[config.mk]
export PLATFORM = sky130hd
export DESIGN_NAME = lif_param_serializer
export DESIGN_NICKNAME = d
export VERILOG_FILES = /design/src/rtl/lif_param_serializer.sv
export SDC_FILE = /design/constraint.sdc
export NUM_CORES = 1
export LEC_CHECK = 0
export ABC_AREA = 1
export CORE_UTILIZATION = 37
export CTS_CLUSTER_SIZE = 40
export DETAILED_ROUTE_END_ITERATION = 12
export GPL_ROUTABILITY_DRIVEN = 1
export REMOVE_ABC_BUFFERS = 1
export SYNTH_ARGS = -nofsm -noshare
export SYNTH_HDL_FRONTEND = slang
export SYNTH_SLANG_ARGS = --single-unit
[constraint.sdc]
create_clock -name clk -period 2.4 [get_ports clk]
set_input_delay 0.24 -clock clk [delete_from_list [all_inputs] [get_ports clk]]
set_output_delay 0.24 -clock clk [all_outputs]
set_load 0.02 [all_outputs]
[src/rtl/lif_param_serializer.sv]
// Transmit side of the LIF neuron serial parameter-load link: snapshots a
// 7-byte parameter set and shifts it out MSB-first under a framing strobe.
module lif_param_serializer #(
  parameter int unsigned GAP_CYCLES = 2
) (
  input  logic       clk,
  input  logic       reset,
  input  logic       enable,
  input  logic       start,
  input  logic [2:0] weight_a,
  input  logic [2:0] weight_b,
  input  logic [1:0] leak_config,
  input  logic [7:0] threshold_min,
  input  logic [7:0] threshold_max,
  input  logic [7:0] extra1,
  input  logic [7:0] extra2,
  output logic       serial_data_out,
  output logic       load_enable_out,
  output logic       busy,
  output logic       done,
  output logic       frame_parity
);

  typedef enum logic [1:0] {
    IDLE  = 2'd0,
    LEAD  = 2'd1,
    SHIFT = 2'd2,
    GAP   = 2'd3
  } state_e;

  localparam logic [5:0] LAST_BIT = 6'd55;
  localparam logic [5:0] GAP_LAST = 6'(GAP_CYCLES - 1);

  state_e      state_q, state_d;
  logic [55:0] shreg_q, shreg_d;
  logic [5:0]  cnt_q, cnt_d;
  logic        sdata_q, sdata_d;
  logic        lden_q, lden_d;
  logic        busy_q, busy_d;
  logic        done_q, done_d;
  logic        parity_q, parity_d;
  logic [55:0] payload;

  // Narrow fields are zero-padded at the top of their byte slot.
  assign payload = {5'b0, weight_a, 5'b0, weight_b, 6'b0, leak_config,
                    threshold_min, threshold_max, extra1, extra2};

  // NOTE: every variable gets its hold value before any branch, so no path
  // through this block leaves one unassigned and no latch is inferred.
  always_comb begin
    state_d  = state_q;
    shreg_d  = shreg_q;
    cnt_d    = cnt_q;
    sdata_d  = sdata_q;
    lden_d   = lden_q;
    busy_d   = busy_q;
    done_d   = done_q;
    parity_d = parity_q;

    if (enable) begin
      unique case (state_q)
        IDLE: begin
          sdata_d = 1'b0;
          lden_d  = 1'b0;
          busy_d  = 1'b0;
          done_d  = 1'b0;
          if (start) begin
            shreg_d  = payload;
            parity_d = ^payload;
            cnt_d    = '0;
            lden_d   = 1'b1;
            busy_d   = 1'b1;
            state_d  = LEAD;
          end
        end

        // The lead cycle's data bit is a don't-care driven 0; its edge
        // already presents the first payload bit for the next cycle.
        LEAD: begin
          sdata_d = shreg_q[55];
          shreg_d = {shreg_q[54:0], 1'b0};
          cnt_d   = '0;
          state_d = SHIFT;
        end

        SHIFT: begin
          if (cnt_q == LAST_BIT) begin
            sdata_d = 1'b0;
            lden_d  = 1'b0;
            done_d  = 1'b1;
            cnt_d   = '0;
            state_d = GAP;
          end else begin
            sdata_d = shreg_q[55];
            shreg_d = {shreg_q[54:0], 1'b0};
            cnt_d   = cnt_q + 6'd1;
          end
        end

        GAP: begin
          done_d = 1'b0;
          if (cnt_q == GAP_LAST) begin
            busy_d  = 1'b0;
            cnt_d   = '0;
            state_d = IDLE;
          end else begin
            cnt_d = cnt_q + 6'd1;
          end
        end

        default: state_d = IDLE;
      endcase
    end
  end

  // NOTE: state registers use non-blocking assignments so every flop samples
  // the pre-edge values regardless of statement order.
  always_ff @(posedge clk) begin
    if (reset) begin
      state_q  <= IDLE;
      shreg_q  <= '0;
      cnt_q    <= '0;
      sdata_q  <= 1'b0;
      lden_q   <= 1'b0;
      busy_q   <= 1'b0;
      done_q   <= 1'b0;
      parity_q <= 1'b0;
    end else begin
      state_q  <= state_d;
      shreg_q  <= shreg_d;
      cnt_q    <= cnt_d;
      sdata_q  <= sdata_d;
      lden_q   <= lden_d;
      busy_q   <= busy_d;
      done_q   <= done_d;
      parity_q <= parity_d;
    end
  end

  assign serial_data_out = sdata_q;
  assign load_enable_out = lden_q;
  assign busy            = busy_q;
  assign done            = done_q;
  assign frame_parity    = parity_q;

endmodule
==> results of run 1 <==
cell type report:
class	count	area share [%]
Sequential cell	69	29.5
Clock inverter	3	0.321
Timing Repair Buffer	57	12.3
Multi-Input combinational cell	448	46.4
Inverter	63	5.08
Clock buffer	11	2.81
Tap cell	136	3.64
registers in the layout (all words and copies together), names as in the netlist:
name	flops
shreg_q	56
serial_data_out	1
state_q	2
frame_parity	1
done	1
cnt_q	6
load_enable_out	1
busy	1
cell usage in the layout, fill, tap and decap left out, drive strengths merged:
| cell type | instances |
|---|---|
| nand2 | 255 |
| dfxtp | 69 |
| inv | 62 |
| clkdlybuf4s50 | 48 |
| o21ai | 45 |
| a31oi | 39 |
| nor2 | 28 |
| nand3 | 26 |
| a21oi | 25 |
| clkbuf | 11 |
| buf | 9 |
| ha | 7 |
| clkinv | 4 |
| xor2 | 4 |
| xnor2 | 4 |
| nor3 | 3 |
| nand4 | 2 |
| o211ai | 2 |
| o31ai | 1 |
| nor4 | 1 |
| and2 | 1 |
| a211oi | 1 |
| o221a | 1 |
| nand3b | 1 |
| o21a | 1 |
| or4 | 1 |
path summary, 6_finish.rpt:
check / to / slack (ns) / startpoint
min: shreg_q[35] / 0.46 / shreg_q[35]
max reg2reg: shreg_q[13] / 0.37 / state_q[0]
min reg2reg: shreg_q[35] / 0.46 / shreg_q[35]
max: shreg_q[13] / 0.37 / state_q[0]
cells in the mapped netlist, drive strengths merged, types with 7 or more instances:
cell type	count	area share, %
nand3	26	4.7
o21ai	45	5.7
inv	62	5.9
nand2	255	25
clkbuf	14	1.3
buf	13	2.4
nor2	28	2.7
ha	7	2.2
dfxtp	69	35
a31oi	39	6.2
a21oi	25	4.5
per-stage QoR:
stage | std cells | util, % | instance area [um^2] | setup TNS, ns
6_report | 787 | 45.3 | 4680 | 0
5_1_grt | 787 | 45.3 | 4680 | 0
4_1_cts | 787 | 45.3 | 4680 | 0
3_5_place_dp | 773 | 43.9 | 4530 | 0
3_3_place_gp | 773 | 43.9 | 4530 | 0
2_1_floorplan | 580 | - | 3780 | -19.19
layer usage:
| layer | vias to the layer above | track usage [%] | part of all wire (%) |
|---|---|---|---|
| met1 | 1691 | 21.0 | 50 |
| met4 | 0 | 5.53 | 1.1 |
| met2 | 56 | 26.5 | 46 |
| met5 | - | 0 | 0 |
| met3 | 9 | 2.68 | 2.6 |
| li1 | 2036 | - | - |
where the power goes:
part           total, mW  switching (mW)  internal, mW  leakage (nW)
sequential          1.33          0.0636          1.27         0.565
combinational      0.936           0.600         0.336          1.46
clock              0.768           0.409         0.359        0.0788
total               3.04            1.07          1.97          2.10
cells by family after synthesis:
logic type,after synthesis
buffers and inverters,90
AOI/OAI and AO/OA,115
adders and majority gates,7
DFF,69
and+or+nand+nor,318
xor gates and xnor gates,8
worst register-to-register path, stage by stage (launching register included):
cell,delay (ns)
dfxtp_1,0.40
inv_1,0.10
ha_2,0.23
a21oi_4,0.22
inv_2,0.09
nor2_2,0.13
nand2_4,0.15
clkinv_2,0.13
buf_12,0.21
o21ai_0,0.13
a31oi_1,0.18
==> flow_metrics.tcl, run 1 <==
set metrics [dict create \
    final-seq-area_um2 1380 \
    synth_fa_ha_area_share_pct 2.23 \
    finClkSkew_ns 0.00673 \
    vias 3792 \
    synth_area_um2 3930 \
    drt_wl_total_um 8650 \
    slew_headroom_pct 55.7 \
    crit_arrival_ns 2.29 \
    hpwl_um 6210 \
    crit_buf_inv 4 \
    clk_latency_ns 0.34 \
    htreeDepth 3 \
    grt_pass1_vias 3317 \
    yosys.area_share.simple_pct 33.4 \
    route.detailed.drc 0 \
    syn_area_per_cell_um2 6.47 \
    finalWorstSetupSlack_ns 0.370 \
    power.density_nw_per_um2 649 \
    yosysWarningCount 0 \
    grt_start_max_net_pins 55 \
    ys_async_sr_fraction_pct 0 \
    synth_xor_area_share_pct 1.78 \
    crit_required_ns 2.66 \
    maxCapViolations 0 \
    core_area_um2 10300 \
    cp-end-kind "flip-flop" \
    track_usage_pct 16.0 \
    synth-seq-cells 69 \
    drive_gt1_share_pct 7.83 \
    crit_path_start_kind "flip-flop" \
    ant_nets 0 \
    io_pins 49 \
    finalPower_mw 3.04 \
    slowest_delay_ns 0.40 \
    tightest_slew_ns 0.663 \
    nets 699 \
    synth_compound_area_share_pct 17.7 \
    rsz0062_at_grt "false" \
    synth_cell_type_count 35 \
    start_util_pct 38.1 \
    port_buffers 48 \
    grt_overflow 0 \
    synth_top_family_by_area "simple AND/OR/NAND/NOR gates" \
    synthMuxAreaShare_pct 0 \
    grt_pass1_wl_um 14500 \
    critPathMaxFanout 54 \
    drtIter0Drc 222 \
    clockBufferDepth 2 \
    synth-edff-count 0 \
    worstRegToRegCells 10 \
    crit_cells 10 \
    finalHoldViolations 0 \
    fillers 1058 \
    synth-seq-area-share_pct 35.1 \
    fp.dieH_um 105 \
    diodes 0 \
    cts_hold_buf 0 \
    finalCritPeriodShare_pct 84.6 \
    crit_type "reg2reg" \
    std_cell_rows 37 \
    holdPathStages 2 \
    clk_pin_slew_ns 0.07 \
    first_pass_iters 4 \
    synth_ff_type "dfxtp_1" \
    min_period_ns 2.03 \
    multiInputGateArea_um2 2170 \
    viasPerCell 4.82 \
    cts-resized-gates 0 \
    setup_viol_count_final 0 \
    fin_hold_ws_ns 0.463 \
    slowest_stage "dfxtp_1" \
    crit_family "buffers and inverters" \
    antenna_found_initial 0 \
    ir_drop_v 0.000271 \
    dp_slack_ns 0.280 \
    cts_tree "done" \
    cts_num_sinks 69 \
    wl_per_cell_um 11.0 \
    die_w_um 105 \
    die-area_um2 11000 \
    crit_chain "inv_1 -> ha_2 -> a21oi_4 -> inv_2 -> nor2_2 -> nand2_4 -> clkinv_2 -> buf_12 -> o21ai_0 -> a31oi_1" \
    holdCritPathClass "reg2reg" \
    synth_cells 607 \
    outcome "finished, final reports clean" \
    area_growth_pct 19.0 \
    post-cts-setup-buffers 0 \
    cts-root-buf "clkbuf_8" \
    gp_congestion 0.793 \
    maxSlewViolCount 0 \
    p_leak_nw 2.10 \
    cts_buffers 9 \
    max_freq_mhz 493 \
]
Note: power is estimated with default switching activity, not from simulation.
==> run 2: changes to the inputs <==
Clock period 2.4 ns to 1.8 ns, I/O delays scaled along.
==> flow_metrics.tcl, run 2 (synthesis gave the netlist of run 1 again) <==
set metrics [dict create \
    ant_nets 0 \
    grt_start_max_net_pins 56 \
    maxCapViolations 0 \
    crit_type "reg2reg" \
    p_leak_nw 2.21 \
    fin_hold_ws_ns 0.468 \
    setup-tns-final_ns 0 \
    viasPerCell 4.84 \
    setup_viol_count_final 0 \
    finClkSkew_ns 0.0107 \
    die_w_um 105 \
    holdCritPathClass "reg2reg" \
    finalPower_mw 4.29 \
    crit_path_start_kind "flip-flop" \
    cts_tree "done" \
    critPathMaxFanout 29 \
    io_pins 49 \
    final_cell_mix "nand2_1 (254), dfxtp_1 (67), inv_1 (59)" \
    grt_overflow 0 \
    cp-end-kind "flip-flop" \
    route.detailed.drc 0 \
    drt_wl_total_um 9110 \
    area_growth_pct 24.9 \
    die-area_um2 11000 \
    clockBufferDepth 2 \
    vias 3873 \
    drtIter0Drc 193 \
    final_cells 801 \
    rsz0062_at_grt "true" \
    port_buffers 48 \
    ir_drop_v 0.000345 \
    hpwl_um 6230 \
    fp.dieH_um 105 \
    track_usage_pct 16.7 \
    grt_pass1_wl_um 15200 \
    antenna_found_initial 0 \
    std_cell_rows 37 \
    diodes 0 \
    cts_buffers 9 \
    max_freq_mhz 586 \
    regMostFlops "shreg_q" \
    core_area_um2 10300 \
    outcome "finished, final reports clean" \
    finalHoldViolations 0 \
    tightest_slew_ns 0.451 \
    largest_register_ffs 56 \
    clk_pin_slew_ns 0.07 \
    gp_congestion 0.795 \
    clk_latency_ns 0.33 \
    nets 713 \
    slew_headroom_pct 69.7 \
    maxSlewViolCount 0 \
    finalCritPeriodShare_pct 94.8 \
    start_util_pct 38.1 \
    post-cts-setup-buffers 0 \
    grt_pass1_vias 3538 \
    htreeDepth 3 \
    reg.largest.list "shreg_q: 56 flops, cnt_q: 6 flops, state_q: 2 flops" \
    cts-root-buf "clkbuf_8" \
    crit_required_ns 2.06 \
    placed_cells 785 \
    first_pass_iters 4 \
    final_common_cell "nand2_1" \
    power.density_nw_per_um2 875 \
    wl_per_cell_um 11.4 \
    cts_num_sinks 69 \
    crit_arrival_ns 1.96 \
    drive_gt1_share_pct 11.1 \
    min_period_ns 1.71 \
]
==> run 2: layout make-up <==
type | instances | area (um^2)
Clock inverter | 2 | 10.0
Clock buffer | 12 | 155
Fill cell | 1061 | 5420
Timing Repair Buffer | 71 | 751
Tap cell | 136 | 170
Sequential cell | 69 | 1380
Inverter | 63 | 241
Multi-Input combinational cell | 448 | 2200
==> run 2: metal layers <==
layer,part of all wire (%),vias to the layer above,GRT usage (%)
li1,-,2065,-
met1,49,1739,21.3
met2,46,63,27.9
met3,3.2,6,2.12
met4,1.3,0,7.75
met5,0,-,0
==> run 2: worst paths after layout <==
check               from           to  slack [ns]  cells after the start
max           state_q[1]   shreg_q[1]        0.09                     10
min          shreg_q[55]  shreg_q[55]        0.47                      2
max reg2reg   state_q[1]   shreg_q[1]        0.09                     10
min reg2reg  shreg_q[55]  shreg_q[55]        0.47                      2
==> run 2: report_power, final <==
| part | leakage, nW | total [mW] | internal [mW] | switching (mW) |
|---|---|---|---|---|
| logic | 1.55 | 1.42 | 0.566 | 0.855 |
| registers | 0.565 | 1.78 | 1.70 | 0.0870 |
| clock network | 0.0881 | 1.09 | 0.556 | 0.534 |
| total | 2.21 | 4.29 | 2.82 | 1.48 |
==> run 2: repair_timing <==
| item | 4_1_cts | 5_1_grt |
|---|---|---|
| hold buffers | 0 | 0 |
| setup endpoints to repair | 22 | 48 |
| resized for setup | 1 | 19 |
| cloned | 0 | 2 |
==> run 2: worst max-delay path, cell delays in order, from the launching register on <==
cell	delay, ns
dfxtp_2	0.36
inv_1	0.10
ha_4	0.19
a21oi_4	0.16
inv_2	0.07
nor2_2	0.12
nand2_4	0.08
inv_6	0.11
buf_12	0.19
o21ai_0	0.09
a31oi_1	0.15
==> run 2: through the flow <==
stage	area, um^2	setup WS [ns]	utilization, %
after floorplan	3780	-1.26	-
after global placement	4660	0.0155	45.1
after detailed placement	4660	-0.0311	45.1
after CTS	4820	0.00935	46.7
after global routing	4910	-0.0150	47.5
final	4910	0.0931	47.5
==> run 3: changes to the inputs <==
--- a/config.mk
+++ b/config.mk
@@ -8,2 +8,3 @@
 export ABC_AREA = 1
+export CORE_MARGIN = 3
 export CORE_UTILIZATION = 37
--- a/constraint.sdc
+++ b/constraint.sdc
@@ -3,2 +3,2 @@
 set_output_delay 0.18 -clock clk [all_outputs]
-set_load 0.02 [all_outputs]
+set_load 0.05 [all_outputs]
==> flow_metrics.tcl, run 3 (synthesis gave the netlist of run 1 again) <==
set metrics [dict create \
    maxSlewViolCount 0 \
    drive_gt1_share_pct 12.7 \
    std_cell_rows 36 \
    antenna_found_initial 0 \
    crit_arrival_ns 1.92 \
    io_pins 49 \
    diodes 0 \
    setup_viol_count_final 0 \
    regToRegStartpoint "state_q[0]" \
    busiest_layer "met2" \
    clk_pin_slew_ns 0.08 \
    first_pass_iters 4 \
    slew_headroom_pct 67.1 \
    vias 3902 \
    power.density_nw_per_um2 882 \
    gp_congestion 0.803 \
    grt_use_met2_pct 27.5 \
    final_common_cell "nand2_1" \
    placed_cell_area_um2 4720 \
    port_buffers 48 \
    min_period_ns 1.70 \
    cts_tree "done" \
    reg.largest.list "shreg_q: 56 flops, cnt_q: 6 flops, state_q: 2 flops" \
    final_cells 808 \
    cts-root-buf "clkbuf_8" \
    finalHoldViolations 0 \
    p_leak_nw 2.25 \
    cp-end-kind "flip-flop" \
    met1_usage_pct 21.4 \
    clockBufferDepth 2 \
    die-area_um2 11900 \
    track_usage_pct 16.6 \
    regMostFlops "shreg_q" \
    grt_pass1_vias 3625 \
    htreeDepth 3 \
    crit_required_ns 2.03 \
    fin_hold_ws_ns 0.455 \
    tightest_slew_ns 0.493 \
    cts_hold_buf 0 \
    clk_latency_ns 0.35 \
    ir_drop_v 0.000364 \
    start_util_pct 39.1 \
    area_growth_pct 26.7 \
    crit_type "reg2reg" \
    finalCritPeriodShare_pct 94.3 \
    grt_pass1_wl_um 16000 \
    max_freq_mhz 589 \
    fp.dieH_um 109 \
    outcome "finished, final reports clean" \
    holdCritPathClass "in2reg" \
    grt_start_max_net_pins 45 \
    ant_nets 0 \
    fin_area_um2 4980 \
    core_area_um2 10000 \
    final_cell_mix "nand2_1 (253), dfxtp_1 (67), inv_1 (58)" \
    maxCapViolations 0 \
    drtIter0Drc 187 \
    finalWorstSetupSlack_ns 0.102 \
    rsz0062_at_grt "true" \
    route.detailed.drc 0 \
    wl_per_cell_um 11.3 \
    finClkSkew_ns 0.00841 \
    die_w_um 109 \
    critPathMaxFanout 21 \
    cts_num_sinks 69 \
    placed_cells 791 \
    hpwl_um 6480 \
    crit_path_start_kind "flip-flop" \
    viasPerCell 4.83 \
    post-cts-setup-buffers 0 \
    cts_buffers 9 \
    startpoint "state_q[0]" \
    min_from "weight_b[0]" \
    grt_util_met3_pct 3.49 \
    drt_wl_total_um 9130 \
    nets 721 \
    grt_overflow 0 \
    largest_register_ffs 56 \
    dp_slack_ns -0.110 \
]
[run 3: critical path: stages (launching register included)]
cell	delay [ns]
dfxtp_1	0.35
inv_2	0.07
ha_4	0.19
nor2_4	0.12
inv_1	0.07
nor2_2	0.13
nor2_4	0.06
nand2_4	0.08
clkinv_4	0.08
bufbuf_16	0.30
nand3_1	0.07
a21oi_1	0.05
[run 3: worst paths after layout]
path / endpoint / slack [ns] / cells after the start
worst min-delay path: shreg_q[40] / 0.46 / 3
worst max-delay path: shreg_q[36] / 0.10 / 11
worst min register to register: shreg_q[34] / 0.47 / 2
worst max register to register: shreg_q[36] / 0.10 / 11
[run 3: per-layer routing]
layer / vias up / routed length, um / part of all wire, %
met5: - / 0 / 0
met4: 0 / 123 / 1.3
met3: 11 / 342 / 3.7
met2: 63 / 4400 / 48
met1: 1745 / 4270 / 47
li1: 2083 / - / -
[run 3: report_power, final]
part | switching [mW] | internal, mW | total [mW] | leakage [nW]
combinational | 0.866 | 0.603 | 1.47 | 1.60
sequential | 0.0864 | 1.69 | 1.78 | 0.566
clock | 0.574 | 0.569 | 1.14 | 0.0921
total | 1.53 | 2.87 | 4.39 | 2.25
[run 3: repair_timing]
action                     4_1_cts  5_1_grt
gates resized for setup          4       27
gates cloned                     1        0
pin swaps                        0        1
setup endpoints to repair       42       51
[run 3: cell type report]
type                    count  area (um^2)
clock inverters             4         22.5
well taps                 133          166
repair buffers             79          801
inverters                  63          241
clock buffers              12          155
fillers                   998         5060
flip-flops and latches     69         1390
multi-input cells         448         2210
[run 3: through the flow]
| stage | TNS [ns] | utilization [%] | total power [mW] |
|---|---|---|---|
| 6_report | 0 | 49.6 | 4.39 |
| 5_1_grt | -0.123 | 49.6 | 4.73 |
| 4_1_cts | 0 | 49.3 | 4.42 |
| 3_5_place_dp | -1.28 | 47.0 | 3.20 |
| 3_3_place_gp | -0.0798 | 47.0 | 3.18 |
| 2_1_floorplan | -51.49 | - | 2.62 |
